## src/rtl/clm_arb_pkg.sv

```systemverilog
// Shared types and constants for the core local memory arbiter.
// Latency: n/a (declarations only).
// Backpressure: n/a (declarations only).
//
// Contents: per-requester state enum, in-flight tag struct, memory latency
// constant and the round-robin pointer-advance helper.
package clm_arb_pkg;

  // Core local memory answers a fixed one cycle after the request.
  localparam int MEM_LATENCY = 1;

  // Tag id field is sized for up to 16 requesters.
  localparam int TAG_ID_W = 4;

  typedef enum logic [1:0] {
    IDLE    = 2'd0,
    PENDING = 2'd1,
    DONE    = 2'd2
  } req_state_t;

  typedef struct packed {
    logic                valid;
    logic [TAG_ID_W-1:0] id;
    logic                is_write;
  } tag_t;

  // Pointer position just after the winner, wrapping at n.
  function automatic int rr_next(input int winner, input int n);
    return (winner + 1 >= n) ? 0 : winner + 1;
  endfunction

endpackage

```

## src/rtl/core_local_memory_arbiter_rr_picker.sv

```systemverilog
// rr_picker: combinational round-robin find-first starting at a pointer.
// Latency: purely combinational, 0 cycles.
// Backpressure: none; the caller decides what to do with the winner.
//
// Ports:
//   i_req    - one request bit per candidate
//   i_ptr    - index searched first; search continues upward modulo N
//   o_winner - first requesting index found (0 when none)
//   o_any    - at least one request present
module rr_picker #(
  parameter int N  = 4,
  parameter int IW = 2
) (
  input  logic [N-1:0]  i_req,
  input  logic [IW-1:0] i_ptr,
  output logic [IW-1:0] o_winner,
  output logic          o_any
);

  always_comb begin
    logic [IW-1:0] w_idx;
    w_idx    = '0;
    o_winner = '0;
    o_any    = 1'b0;
    for (int k = 0; k < N; k++) begin
      w_idx = IW'((int'(i_ptr) + k) % N);
      if (!o_any && i_req[w_idx]) begin
        o_any    = 1'b1;
        o_winner = w_idx;
      end
    end
  end

endmodule

```

## src/rtl/core_local_memory_arbiter.sv

```systemverilog
// core_local_memory_arbiter: round-robin sharing of the single-port L1 core
//   local memory among NUM_REQ LSU requesters, one op issued per cycle.
// Latency: request valid -> mem valid 1 cycle, -> req ready pulse 3 cycles.
// Backpressure: one outstanding op per requester; a requester is not
//   re-eligible until both its valids have been seen low after its ready.
//
// Optional feature macro: CLM_ARB_PERF_EN adds perf_grant_count and
//   perf_conflict_count (saturating 32-bit counters).
//
// Ports:
//   clk, reset_n                 - clock, async active-low reset
//   req_read_valid/address       - per-requester read requests
//   req_write_valid/address/data - per-requester write requests
//   req_read_ready/data          - read completion pulse and held read data
//   req_write_ready              - write completion pulse
//   mem_read_*/mem_write_*       - single memory port (requests out, responses in)
module core_local_memory_arbiter
  import clm_arb_pkg::*;
#(
  parameter int NUM_REQ    = 4,
  parameter int ADDR_WIDTH = 15,
  parameter int DATA_WIDTH = 8
) (
  input  logic                                 clk,
  input  logic                                 reset_n,
  input  logic [NUM_REQ-1:0]                   req_read_valid,
  input  logic [NUM_REQ-1:0][ADDR_WIDTH-1:0]   req_read_address,
  input  logic [NUM_REQ-1:0]                   req_write_valid,
  input  logic [NUM_REQ-1:0][ADDR_WIDTH-1:0]   req_write_address,
  input  logic [NUM_REQ-1:0][DATA_WIDTH-1:0]   req_write_data,
  output logic [NUM_REQ-1:0]                   req_read_ready,
  output logic [NUM_REQ-1:0][DATA_WIDTH-1:0]   req_read_data,
  output logic [NUM_REQ-1:0]                   req_write_ready,
  output logic                                 mem_read_valid,
  output logic [ADDR_WIDTH-1:0]                mem_read_address,
  output logic                                 mem_write_valid,
  output logic [ADDR_WIDTH-1:0]                mem_write_address,
  output logic [DATA_WIDTH-1:0]                mem_write_data,
  input  logic                                 mem_read_ready,
  input  logic [DATA_WIDTH-1:0]                mem_read_data,
`ifdef CLM_ARB_PERF_EN
  output logic [31:0]                          perf_grant_count,
  output logic [31:0]                          perf_conflict_count,
`endif
  input  logic                                 mem_write_ready
);

  localparam int IW = $clog2(NUM_REQ);
  // One stage for the issue register plus one per cycle of memory latency.
  localparam int TAG_STAGES = MEM_LATENCY + 1;

  req_state_t         r_state [NUM_REQ];
  logic [IW-1:0]      r_rr_ptr;
  tag_t               r_tag   [TAG_STAGES];

  logic [NUM_REQ-1:0] w_eligible;
  logic [IW-1:0]      w_winner;
  logic               w_any;
  logic               w_win_wr;
  tag_t               w_tag_out;
  logic [NUM_REQ-1:0] w_rd_hit;
  logic [NUM_REQ-1:0] w_wr_hit;

  // Only idle requesters compete; this is what prevents a second issue while
  // a requester still holds valid after its ready pulse.
  always_comb begin
    w_eligible = '0;
    for (int i = 0; i < NUM_REQ; i++) begin
      w_eligible[i] = (r_state[i] == IDLE) && (req_read_valid[i] || req_write_valid[i]);
    end
  end

  rr_picker #(
    .N  (NUM_REQ),
    .IW (IW)
  ) u_rr_picker (
    .i_req    (w_eligible),
    .i_ptr    (r_rr_ptr),
    .o_winner (w_winner),
    .o_any    (w_any)
  );

  // A requester holding both valids gets its write served first.
  assign w_win_wr = req_write_valid[w_winner];

  // Issue stage: memory request, tag and round-robin pointer.
  always_ff @(posedge clk or negedge reset_n) begin
    if (!reset_n) begin
      mem_read_valid    <= 1'b0;
      mem_read_address  <= '0;
      mem_write_valid   <= 1'b0;
      mem_write_address <= '0;
      mem_write_data    <= '0;
      r_rr_ptr          <= '0;
      for (int s = 0; s < TAG_STAGES; s++) begin
        r_tag[s] <= '0;
      end
    end else begin
      mem_read_valid  <= w_any && !w_win_wr;
      mem_write_valid <= w_any && w_win_wr;
      if (w_any && !w_win_wr) begin
        mem_read_address <= req_read_address[w_winner];
      end
      if (w_any && w_win_wr) begin
        mem_write_address <= req_write_address[w_winner];
        mem_write_data    <= req_write_data[w_winner];
      end
      r_tag[0] <= '{valid: w_any, id: TAG_ID_W'(w_winner), is_write: w_win_wr};
      for (int s = 1; s < TAG_STAGES; s++) begin
        r_tag[s] <= r_tag[s-1];
      end
      if (w_any) begin
        r_rr_ptr <= IW'(rr_next(int'(w_winner), NUM_REQ));
      end
    end
  end

  // The last tag stage lines up with the memory response. A response whose
  // type disagrees with the tag, or that has no live tag, is dropped.
  assign w_tag_out = r_tag[TAG_STAGES-1];

  always_comb begin
    w_rd_hit = '0;
    w_wr_hit = '0;
    for (int i = 0; i < NUM_REQ; i++) begin
      w_rd_hit[i] = mem_read_ready && w_tag_out.valid && !w_tag_out.is_write &&
                    (w_tag_out.id == TAG_ID_W'(i));
      w_wr_hit[i] = mem_write_ready && w_tag_out.valid && w_tag_out.is_write &&
                    (w_tag_out.id == TAG_ID_W'(i));
    end
  end

  // Response stage: ready pulses and held read data.
  always_ff @(posedge clk or negedge reset_n) begin
    if (!reset_n) begin
      req_read_ready  <= '0;
      req_write_ready <= '0;
      req_read_data   <= '0;
    end else begin
      req_read_ready  <= w_rd_hit;
      req_write_ready <= w_wr_hit;
      for (int i = 0; i < NUM_REQ; i++) begin
        if (w_rd_hit[i]) begin
          req_read_data[i] <= mem_read_data;
        end
      end
    end
  end

  // Per-requester state. DONE is left only once both valids are seen low, so a
  // requester that keeps a read valid behind a served write stalls in DONE.
  always_ff @(posedge clk or negedge reset_n) begin
    if (!reset_n) begin
      for (int i = 0; i < NUM_REQ; i++) begin
        r_state[i] <= IDLE;
      end
    end else begin
      for (int i = 0; i < NUM_REQ; i++) begin
        case (r_state[i])
          IDLE: begin
            if (w_any && (w_winner == IW'(i))) r_state[i] <= PENDING;
          end
          PENDING: begin
            if (w_rd_hit[i] || w_wr_hit[i]) r_state[i] <= DONE;
          end
          DONE: begin
            if (!req_read_valid[i] && !req_write_valid[i]) r_state[i] <= IDLE;
          end
          default: r_state[i] <= IDLE;
        endcase
      end
    end
  end

`ifdef CLM_ARB_PERF_EN
  localparam int CW = $clog2(NUM_REQ + 1);
  logic [CW-1:0] w_elig_cnt;

  always_comb begin
    w_elig_cnt = '0;
    for (int i = 0; i < NUM_REQ; i++) begin
      w_elig_cnt = w_elig_cnt + CW'(w_eligible[i]);
    end
  end

  // Both counters stick at all-ones instead of wrapping.
  always_ff @(posedge clk or negedge reset_n) begin
    if (!reset_n) begin
      perf_grant_count    <= '0;
      perf_conflict_count <= '0;
    end else begin
      if (w_any && (perf_grant_count != '1)) begin
        perf_grant_count <= perf_grant_count + 32'd1;
      end
      if ((w_elig_cnt >= CW'(2)) && (perf_conflict_count != '1)) begin
        perf_conflict_count <= perf_conflict_count + 32'd1;
      end
    end
  end
`endif

endmodule
```

## config.mk

```make
export PLATFORM = sky130hd
export DESIGN_NAME = core_local_memory_arbiter
export DESIGN_NICKNAME = d
export VERILOG_FILES = /design/src/rtl/clm_arb_pkg.sv /design/src/rtl/core_local_memory_arbiter_rr_picker.sv /design/src/rtl/core_local_memory_arbiter.sv
export SDC_FILE = /design/constraint.sdc
export NUM_CORES = 1
export LEC_CHECK = 0
export CORE_MARGIN = 2
export CORE_UTILIZATION = 44
export CTS_CLUSTER_DIAMETER = 40
export DETAILED_ROUTE_END_ITERATION = 10
export PLACE_DENSITY = 0.87
export SKIP_CTS_REPAIR_TIMING = 1
export SLEW_MARGIN = 25
export SYNTH_ARGS = -nofsm -noshare
export SYNTH_HDL_FRONTEND = slang
export SYNTH_SLANG_ARGS = --single-unit
```

## constraint.sdc

```tcl
create_clock -name clk -period 4.51 [get_ports clk]
set_clock_uncertainty 0.05 [all_clocks]
set_input_delay 0.902 -clock clk [delete_from_list [all_inputs] [get_ports clk]]
set_output_delay 0.902 -clock clk [all_outputs]
set_load 0.05 [all_outputs]
```

**After elaboration in Yosys (flattened, before gate mapping)**

Cells that the tools add are included.

- Flip-flop bits (word level): 98
- Bits in latches: 0
- Memory bits (writable): 0
- Memory bits (read-only): 0
- Input port bits: 172
- Output and inout bits: 80
- Logic and storage cells: 159
- Memories kept: 0

- $add $sub $neg: 4
- $mul: 0
- Divide/modulo/power cells: 0
- Magnitude comparators: 6
- Equality and inequality tests: 26
- Shift-type cells: 0
- Mux-type cells: 41
- Bitwise logic cells: 0
- Reductions and logical operators: 60

Operator list:

| cell | count |
|---|---|
| $bmux 15 s2 | 2 |
| $mux 2 | 17 |
| $mux 15 | 2 |
| $logic_and 1x1->1 | 29 |
| $pmux 2 s3 | 4 |
| $bmux 8 s2 | 1 |
| $eq 2x2->1 const B | 8 |
| $ne 2x2->1 const B | 8 |
| $lt 2x3->1 const B | 5 |
| $logic_not 1->1 | 13 |
| $eq 2x1->1 const B | 6 |
| $reduce_and 3->1 | 4 |
| $bmux 1 s2 | 5 |
| $logic_not 2->1 | 5 |
| $mux 1 | 9 |
| $logic_or 1x1->1 | 8 |
| $mux 8 | 1 |
| $ne 2x1->1 const B | 4 |
| $add 2x2->2 const B | 2 |
| $logic_not 4->1 | 1 |
| $add 2x1->3 const B | 1 |
| $ge 3x3->1 const B | 1 |
| $add 2x1->2 const B | 1 |

**Logic depth before layout (Yosys ltp)**

- Word-level depth: 18
- Depth in mapped cells: 12
- Mapped depth without buffers: 10

**Cells and area by module**

A second synthesis with hierarchy kept.

- Cells, all modules: 308
- Area total of the unflattened synthesis: 4943.5 µm²

By module, submodules not included:

| module | instances | cells each | area an instance (µm²) | seq. area each (µm²) |
|---|---|---|---|---|
| core_local_memory_arbiter | 1 | 293 | 4865.9 | 2452.4 |
| rr_picker | 1 | 15 | 77.6 | 0.0 |

**Worst setup path before layout**

Ideal clock, no wire load.

- Kind: input to register
- Start: in req_read_valid[2]
- End: reg mem_write_address[2]
- Library setup time: 128 ps
- Data arrival time: 2945 ps
- Data required time: 4332 ps
- Path slack: 1387 ps
- Stages on the path: 9
- Buffers on the path: 2
- Cell sequence: nor2_1 -> or3_1 -> mux2_2 -> o211ai_2 -> buf_6 -> mux2i_2 -> a2bb2oi_4 -> buf_6 -> mux2_1

- Longest elaborated chain between the ends: 17
- Elaborated cells between the ends (all ways): 29
- Classes of those cells: mux: 20; reduce/logical: 9

RTL lines:

| what | line | source |
|---|---|---|
| start, declared | core_local_memory_arbiter.sv:26 | `input logic [NUM_REQ-1:0] req_read_valid,` |
| $logic_or 1x1->1 * | core_local_memory_arbiter.sv:69 | `w_eligible[i] = (r_state[i] == IDLE) && (req_read_valid[i] \|\| req_write_valid[i]);` |
| $logic_and 1x1->1 * | core_local_memory_arbiter.sv:69 |  |
| $bmux 1 s2 | core_local_memory_arbiter_rr_picker.sv:27 | `if (!o_any && i_req[w_idx]) begin` |
| $mux 1 (not written as such) | core_local_memory_arbiter_rr_picker.sv:27 |  |
| $mux 1 | core_local_memory_arbiter_rr_picker.sv:27 |  |
| $logic_not 1->1 | core_local_memory_arbiter_rr_picker.sv:27 |  |
| $logic_and 1x1->1 | core_local_memory_arbiter_rr_picker.sv:27 |  |
| $mux 1 | core_local_memory_arbiter_rr_picker.sv:27 |  |
| $logic_not 1->1 | core_local_memory_arbiter_rr_picker.sv:27 |  |
| $logic_and 1x1->1 | core_local_memory_arbiter_rr_picker.sv:27 |  |
| $mux 1 | core_local_memory_arbiter_rr_picker.sv:27 |  |
| $logic_not 1->1 | core_local_memory_arbiter_rr_picker.sv:27 |  |
| $logic_and 1x1->1 | core_local_memory_arbiter_rr_picker.sv:27 |  |
| $mux 2 | core_local_memory_arbiter_rr_picker.sv:27 |  |
| $bmux 1 s2 | core_local_memory_arbiter.sv:84 | `assign w_win_wr = req_write_valid[w_winner];` |
| $mux 1 (not written as such) | core_local_memory_arbiter.sv:84 |  |
| $logic_and 1x1->1 | core_local_memory_arbiter.sv:104 | `if (w_any && w_win_wr) begin` |
| end signal, assigned | core_local_memory_arbiter.sv:105 | `mem_write_address <= req_write_address[w_winner];` |
| end, declared | core_local_memory_arbiter.sv:37 | `output logic [ADDR_WIDTH-1:0] mem_write_address,` |

Mark *: on every way between the ends. The rest lies on a longest branch, timed or not. The select of a mux whose other input is x is not followed.
A chain may end at the register's enable or synchronous reset.

**Worst setup path in the final report**

- Start: in req_write_valid[2]
- End: reg mem_read_address[13]

- Longest elaborated chain between the ends: 18
- Elaborated cells between the ends (all ways): 30
- Classes of those cells: mux: 20; reduce/logical: 10

RTL lines:

| what | line | source |
|---|---|---|
| start, declared | core_local_memory_arbiter.sv:28 | `input logic [NUM_REQ-1:0] req_write_valid,` |
| $logic_or 1x1->1 | core_local_memory_arbiter.sv:69 |  |
| $logic_and 1x1->1 | core_local_memory_arbiter.sv:69 |  |
| $bmux 1 s2 | core_local_memory_arbiter_rr_picker.sv:27 |  |
| $mux 1 (not written as such) | core_local_memory_arbiter_rr_picker.sv:27 |  |
| $mux 1 | core_local_memory_arbiter_rr_picker.sv:27 |  |
| $logic_not 1->1 | core_local_memory_arbiter_rr_picker.sv:27 |  |
| $logic_and 1x1->1 | core_local_memory_arbiter_rr_picker.sv:27 |  |
| $mux 1 | core_local_memory_arbiter_rr_picker.sv:27 |  |
| [2 not listed] | n/a |  |
| $mux 1 | core_local_memory_arbiter_rr_picker.sv:27 |  |
| $logic_not 1->1 | core_local_memory_arbiter_rr_picker.sv:27 |  |
| $logic_and 1x1->1 | core_local_memory_arbiter_rr_picker.sv:27 |  |
| $mux 2 | core_local_memory_arbiter_rr_picker.sv:27 |  |
| $bmux 1 s2 | core_local_memory_arbiter.sv:84 |  |
| $mux 1 (not written as such) | core_local_memory_arbiter.sv:84 |  |
| $logic_not 1->1 | core_local_memory_arbiter.sv:101 | `if (w_any && !w_win_wr) begin` |
| $logic_and 1x1->1 | core_local_memory_arbiter.sv:101 |  |
| end signal, assigned | core_local_memory_arbiter.sv:102 | `mem_read_address <= req_read_address[w_winner];` |
| end, declared | core_local_memory_arbiter.sv:35 | `output logic [ADDR_WIDTH-1:0] mem_read_address,` |

Several ways; a longest one is shown, not always the timed one. The select of a mux whose other input is x is not followed.

==> metrics.md <==
| Metric | Value |
|---|---|
| Vias in the first global route | 4314 |
| Endpoint, Worst Hold | r_tag[0]$_DFF_PN0_ |
| Gate power share | 66.6% |
| Initial antenna violation count | 0 |
| Status | complete, no violations |
| CTS root buffer | clkbuf_16 |
| Distinct cells, synth | 33 |
| Multi-input logic area | 2491 um^2 |
| Buffers on Ports | 251 |
| Worst-Margin Slew | 982.0 ps |
| Slew HR | 34.29% |
| Hold Startpoint | r_tag[6]$_DFF_PN0_ |
| Core Box Area | 11320 um^2 |
| R2r worst-path depth | 7 |
| # DRC | 0 |
| Synth Warn # | 0 |
| CTS Sinks | 98 |
| Setup crit end kind | flip-flop |
| RR Startpoint | r_state[3]$_DFFE_PN0P_ |
| Worst-case clock buffer depth | 2 |
| # IOs | 252 |
| Fin. max-slew vios | 0 |
| Rows | 39 |
| Max Cap Viol | 0 |
| Largest net degree at the start of global routing | 76 |
| Routed len/inst | 17.76 um |
| Non-filler cells, final | 775 |
| Leakage | 3.620 nW |
| Clock slew at reported path FFs | 70 ps |
| DRT antenna net count | 0 |
| Routed vias | 4044 |
| Register share of total power | 21.7% |
| Overflow after GRT | 0 |
| RSZ-0062 raised after global routing | no |
| Final setup violation count | 0 |
| WP data arrival | 3750 ps |
| Crit path max fanout | 47 |
| Antenna cell count | 0 |
| Skew-Pair Late Insertion Delay | 340 ps |
| Drt pass-1 iters | 6 |
| Setup Total Neg Slack | 0 ps |
| Critical path startpoint category | input port |
| Hold Path Depth | 0 |
| Max VDD drop | 0.7042 mV |
| Layout cells sized above 1 | 15.82% |
| Synthesized instance count | 377 |
| Worst EP required | 4680 ps |
| Hold WC Path Type | reg -> reg |
| CTS H-tree depth | 3 |
| Placed Cells | 759 |
| Die ar. | 12410 um^2 |
| Pwr Density | 905.3 nW/um^2 |
| Post-layout min period | 3576 ps |
| Final period utilization | 79.29% |
| Switching share of power | 44.81% |
| Final #Nets | 800 |
| Syn-to-layout area delta | 58.70% |
| RR Endpoint | mem_read_address[13]$_DFFE_PN0P_ |
| First-pass GRT wire length | 21690 um |
| Psw | 3.267 mW |
| Post-synth net total | 550 |
| Total power | 7.292 mW |
| CP Class | in -> reg |
| Final HPWL DP | 10500 um |
| Clock power share | 11.6% |
| Seq/Total Area, Yosys | 48.32% |
| Die Ht | 111.4 um |
| Drt total wl | 13770 um |
| Hold Fails Final Rpt | 0 |
| Initial Util | 44.83% |
| Pre-CTS setup slack | 581.0 ps |
| P_int | 4.025 mW |
| Mapped cell area | 5075 um^2 |
| Die width | 111.4 um |
| CTS buffer count | 9 |
| Gpl congestion | 0.8418 |
| Filler cells | 806 |
| Global Route Usage Sum | 21.93% |
| Flop2flop setup slack | 1600 ps |
| First DRT Iteration DRCs | 159 |
| Max frequency | 279.7 MHz |
| Seq. cell area | 2452 um^2 |
| Number of synthesized register bits | 98 |
| Vias per std cell | 5.218 |
| CTS tree | done |
| Setup WS post-layout | 934.1 ps |
| Syn Area/Cell | 13.46 um^2 |
per-stage QoR:
step | hold WS (ps) | util [%] | instance area [um^2]
CTS | 302.8 | 71.11 | 8050
global route | 313.4 | 71.14 | 8054
detailed placement | 285.5 | 68.16 | 7716
global placement | 283.2 | 68.16 | 7716
finish | 302.2 | 71.14 | 8054
floorplan | 281.2 | - | 5075
power groups by stage:
| stage | combinational, mW | sequential [mW] | clock (mW) |
|---|---|---|---|
| 2_1_floorplan | 2.46 | 2.73 | 0 |
| 3_3_place_gp | 4.77 | 1.57 | 0 |
| 3_5_place_dp | 4.89 | 1.59 | 0 |
| 4_1_cts | 4.92 | 1.59 | 0.860 |
| 5_1_grt | 5.11 | 1.64 | 0.904 |
| 6_report | 4.86 | 1.58 | 0.849 |
Yosys cell counts (all sizes together):
library cell	number	share of area [%]
dfrtp	98	48
nor2	21	1.6
nand3	1	0.099
mux2	73	18
o22ai	1	0.12
o32ai	3	0.52
inv	5	0.37
mux2i	115	23
buf	18	2.3
nor3	4	0.39
o21ai	8	0.79
a2bb2oi	1	0.52
nand3b	1	0.15
a21oi	3	0.30
nor2b	1	0.12
nand4	1	0.12
o211ai	1	0.25
nand2	6	0.44
clkbuf	1	0.074
o21a	1	0.15
ha	1	0.25
or3	4	0.49
nand2b	5	0.62
o2bb2ai	1	0.54
nor4b	1	0.17
o22a	2	0.35
cells in the final DEF, fill, tap and decap left out, drive strengths merged, types with 2 or more instances in the layout:
cell type / n
o21ai: 8
o22a: 2
clkdlybuf4s50: 250
buf: 8
nor2: 21
nand2b: 5
clkinv: 3
inv: 7
a21oi: 3
or3: 4
o32ai: 3
clkbuf: 9
dfrtp: 98
nor3: 4
bufinv: 2
mux2: 73
mux2i: 115
nand2: 6
registers in the layout, summed over array words and instances (netlist names):
signal and count:
mem_read_address 15, req_read_data 32, r_rr_ptr 2, r_tag 8
req_read_ready 4, req_write_ready 4, r_state 8, mem_read_valid 1
mem_write_address 15, mem_write_data 8, mem_write_valid 1
logic make-up (layout without fill, tap and decap cells):
logic type                 count (synthesis)  count (layout)  share of synthesized area (%)
muxes                                    188             188                          40.95
DFF                                       98              98                          48.32
and+or+nand+nor                           45              45                          4.167
buffers and inverters                     24             279                          2.786
AOI/OAI and AO/OA                         21              21                          3.526
adders and majority gates                  1               1                         0.2465
per-layer routing:
metal  part of all wire [%]  track usage [%]  vias to the layer above
met2                     54            41.54                      184
met1                     36            23.46                     1960
met3                    7.5            5.825                       30
met5                      0                0                        -
li1                       -                -                     1870
met4                    2.7            7.654                        0
worst max path at each step:
stage	endpoint	from
final	mem_read_address[13]$_DFFE_PN0P_	req_write_valid[2]
after global routing	mem_write_address[13]$_DFFE_PN0P_	req_write_valid[2]
after CTS	mem_read_address[8]$_DFFE_PN0P_	req_write_valid[2]
after detailed placement	mem_read_address[8]$_DFFE_PN0P_	req_write_valid[2]
after global placement	mem_read_address[8]$_DFFE_PN0P_	req_write_valid[2]
after floorplan	mem_write_address[2]$_DFFE_PN0P_	req_read_valid[2]
cell type report:
cell class,instances,share of cell area (%)
timing repair buffer,258,32.02
multi-input combinational,255,30.93
sequential,98,30.45
clock buffer,9,2.796
tap,143,2.222
clock inverter,7,1.352
inverter,5,0.2330
critical path, stage by stage:
cell and delay, ps:
clkdlybuf4s50_1 510, nor2_1 80, or3_1 370, mux2_2 310, o211ai_4 240, buf_4 620
mux2i_1 270, mux2i_1 80, mux2_1 300
Note: power is estimated with default switching activity, not from simulation.
==> RTL change (same flow settings) <==
Build with the macro `CLM_ARB_PERF_EN` defined.
--- a/src/rtl/core_local_memory_arbiter.sv
+++ b/src/rtl/core_local_memory_arbiter.sv
@@ -14,6 +14,8 @@
 //   req_read_ready/data          - read completion pulse and held read data
 //   req_write_ready              - write completion pulse
 //   mem_read_*/mem_write_*       - single memory port (requests out, responses in)
+`define CLM_ARB_PERF_EN
+
 module core_local_memory_arbiter
   import clm_arb_pkg::*;
 #(
Formal check against the unedited RTL (old outputs only; new: perf_conflict_count and perf_grant_count): equivalent (Yosys induction, for registers that start in step).
==> RTL change against the original RTL <==
Clock power is 81% higher; wire length is 53% higher; setup slack better by 0.057 ns; combinational power is 36% lower; fmax is 1.6% higher; final cell count is 56% higher; sequential cell count is 64 higher; cell area is 49% higher; power is 7.9% lower; area after synthesis is 56% higher; highest routed layer unchanged.
==> RTL change: results (changes against the original RTL) <==
stage	metric	value	unit	change
pwr	powerComb	0.00312	W	was 0.00486 W
placement	place_ws	0.548	ns	was 0.581 ns
global_routing	grt_use_met3	6.65	%	was 5.82%
status	status	finished clean		unchanged
worst_setup_path	crit_slowest_cell	clkdlybuf4s50_1		was buf_4
cts	numCtsBuffers	17		was 9
yosys	synthTopCellsByArea	dfrtp_1 51%, mux2i_1 15%, mux2_2 6.5%		was dfrtp_1 48%, mux2i_1 22%, mux2_2 9.8%
routing	met3_length	1360	um	was 1030 um
yosys	synth.area.mux_share	25.9	%	was 41.0%
placement	port_buffers	315		was 251
global_routing	first_global_vias	6415		was 4,314
routing	wl_per_cell	17.5	um	was 17.8 um
global_routing	grt.total_usage	22.3	%	was 21.9%
pwr	power_leakage	5.00	nW	was 3.62 nW
routing	via_per_inst	5.16		was 5.22
yosys	syn_inst	644		was 377
pwr	ir_worst_vdd	0.388	mV	was 0.704 mV
placement	dpl_cell_area	11400	um2	was 7720 um2
routing	totalWireLength	21100	um	was 13,800 um
global_routing	grt_max_degree	94		was 76
timing	slew_headroom	36.0	%	was 34.3%
worst_setup_path	max_stage_delay	0.48	ns	was 0.62 ns
final_layout	drive_gt1_share	12.0	%	was 15.8%
yosys	synth_compound_area_share	2.67	%	was 3.53%
global_routing	use_met1	26.2	%	was 23.5%
global_routing	antenna_found_initial	1		was 0
global_routing	met2_usage	38.8	%	was 41.5%
worst_setup_path	critPathMaxFanout	12		was 47
worst_setup_path	rrSetupSlack	1.54	ns	was 1.60 ns
yosys	synth_xor_area_share	6.96	%	was 0%
yosys	synth-seq-area-share	51.2	%	was 48.3%
global_routing	grt_first_pass_wirelength	34000	um	was 21,700 um
routing	wl_met1	8290	um	was 4940 um
worst_hold_path	whs_endpoint	r_tag[5]$_DFF_PN0_		was r_tag[0]$_DFF_PN0_
routing	wl_met2	10900	um	was 7430 um
routing	initialDrtViolationCount	266		was 159
worst_setup_path	r2r_end	mem_write_data[6]$_DFFE_PN0P_		was mem_read_address[13]$_DFFE_PN0P_
final_layout	fillCellCount	1331		was 806
final_layout	nets	1142		was 800
cts	clock_latency	0.42	ns	was 0.34 ns
[RTL change: changes by cell type after synthesis, moves of 5 or more]
cell,delta
and4_1,+8
and3_1,+14
xnor2_1,+45
xor2_1,+18
nor2_1,+19
dfrtp_1,+64
inv_1,+6
nor3_1,+5
mux2_4,-8
nand3_1,+28
nand4_1,+13
nand2_1,+26
mux2_1,+5
[RTL change: per-stage QoR]
stage	total power, W	util (%)
after floorplan	0.00413	-
after global placement	0.00516	63.7
after detailed placement	0.00522	63.7
after CTS	0.00678	67.2
after global routing	0.00701	67.3
final	0.00672	67.3
[RTL change: critical path, delay by kind of cell]
| family | cells | cell delay, ns |
|---|---|---|
| AOI/OAI and AO/OA | 3 | 0.96 |
| buffers and inverters | 2 | 0.75 |
| muxes | 2 | 0.73 |
| and+or+nand+nor | 2 | 0.42 |
[RTL change: layout make-up]
| class | instances | area share (%) |
|---|---|---|
| inverter | 12 | 0.375 |
| timing repair buffer | 325 | 27.0 |
| clock buffer | 20 | 3.89 |
| sequential | 162 | 33.8 |
| clock inverter | 12 | 1.42 |
| multi-input combinational | 448 | 31.1 |
| antenna | 1 | 0.0209 |
| tap | 229 | 2.39 |
[RTL change: worst max-delay path by stage]
stage                  startpoint                          endpoint  cells after the start
2_1_floorplan   req_read_valid[2]  mem_write_address[0]$_DFFE_PN0P_                     10
3_3_place_gp   req_write_valid[2]     mem_write_data[6]$_DFFE_PN0P_                      9
3_5_place_dp   req_write_valid[2]     mem_write_data[6]$_DFFE_PN0P_                      9
4_1_cts        req_write_valid[2]     mem_write_data[6]$_DFFE_PN0P_                      9
5_1_grt        req_write_valid[2]     mem_write_data[6]$_DFFE_PN0P_                      9
6_report       req_write_valid[2]     mem_write_data[6]$_DFFE_PN0P_                      9
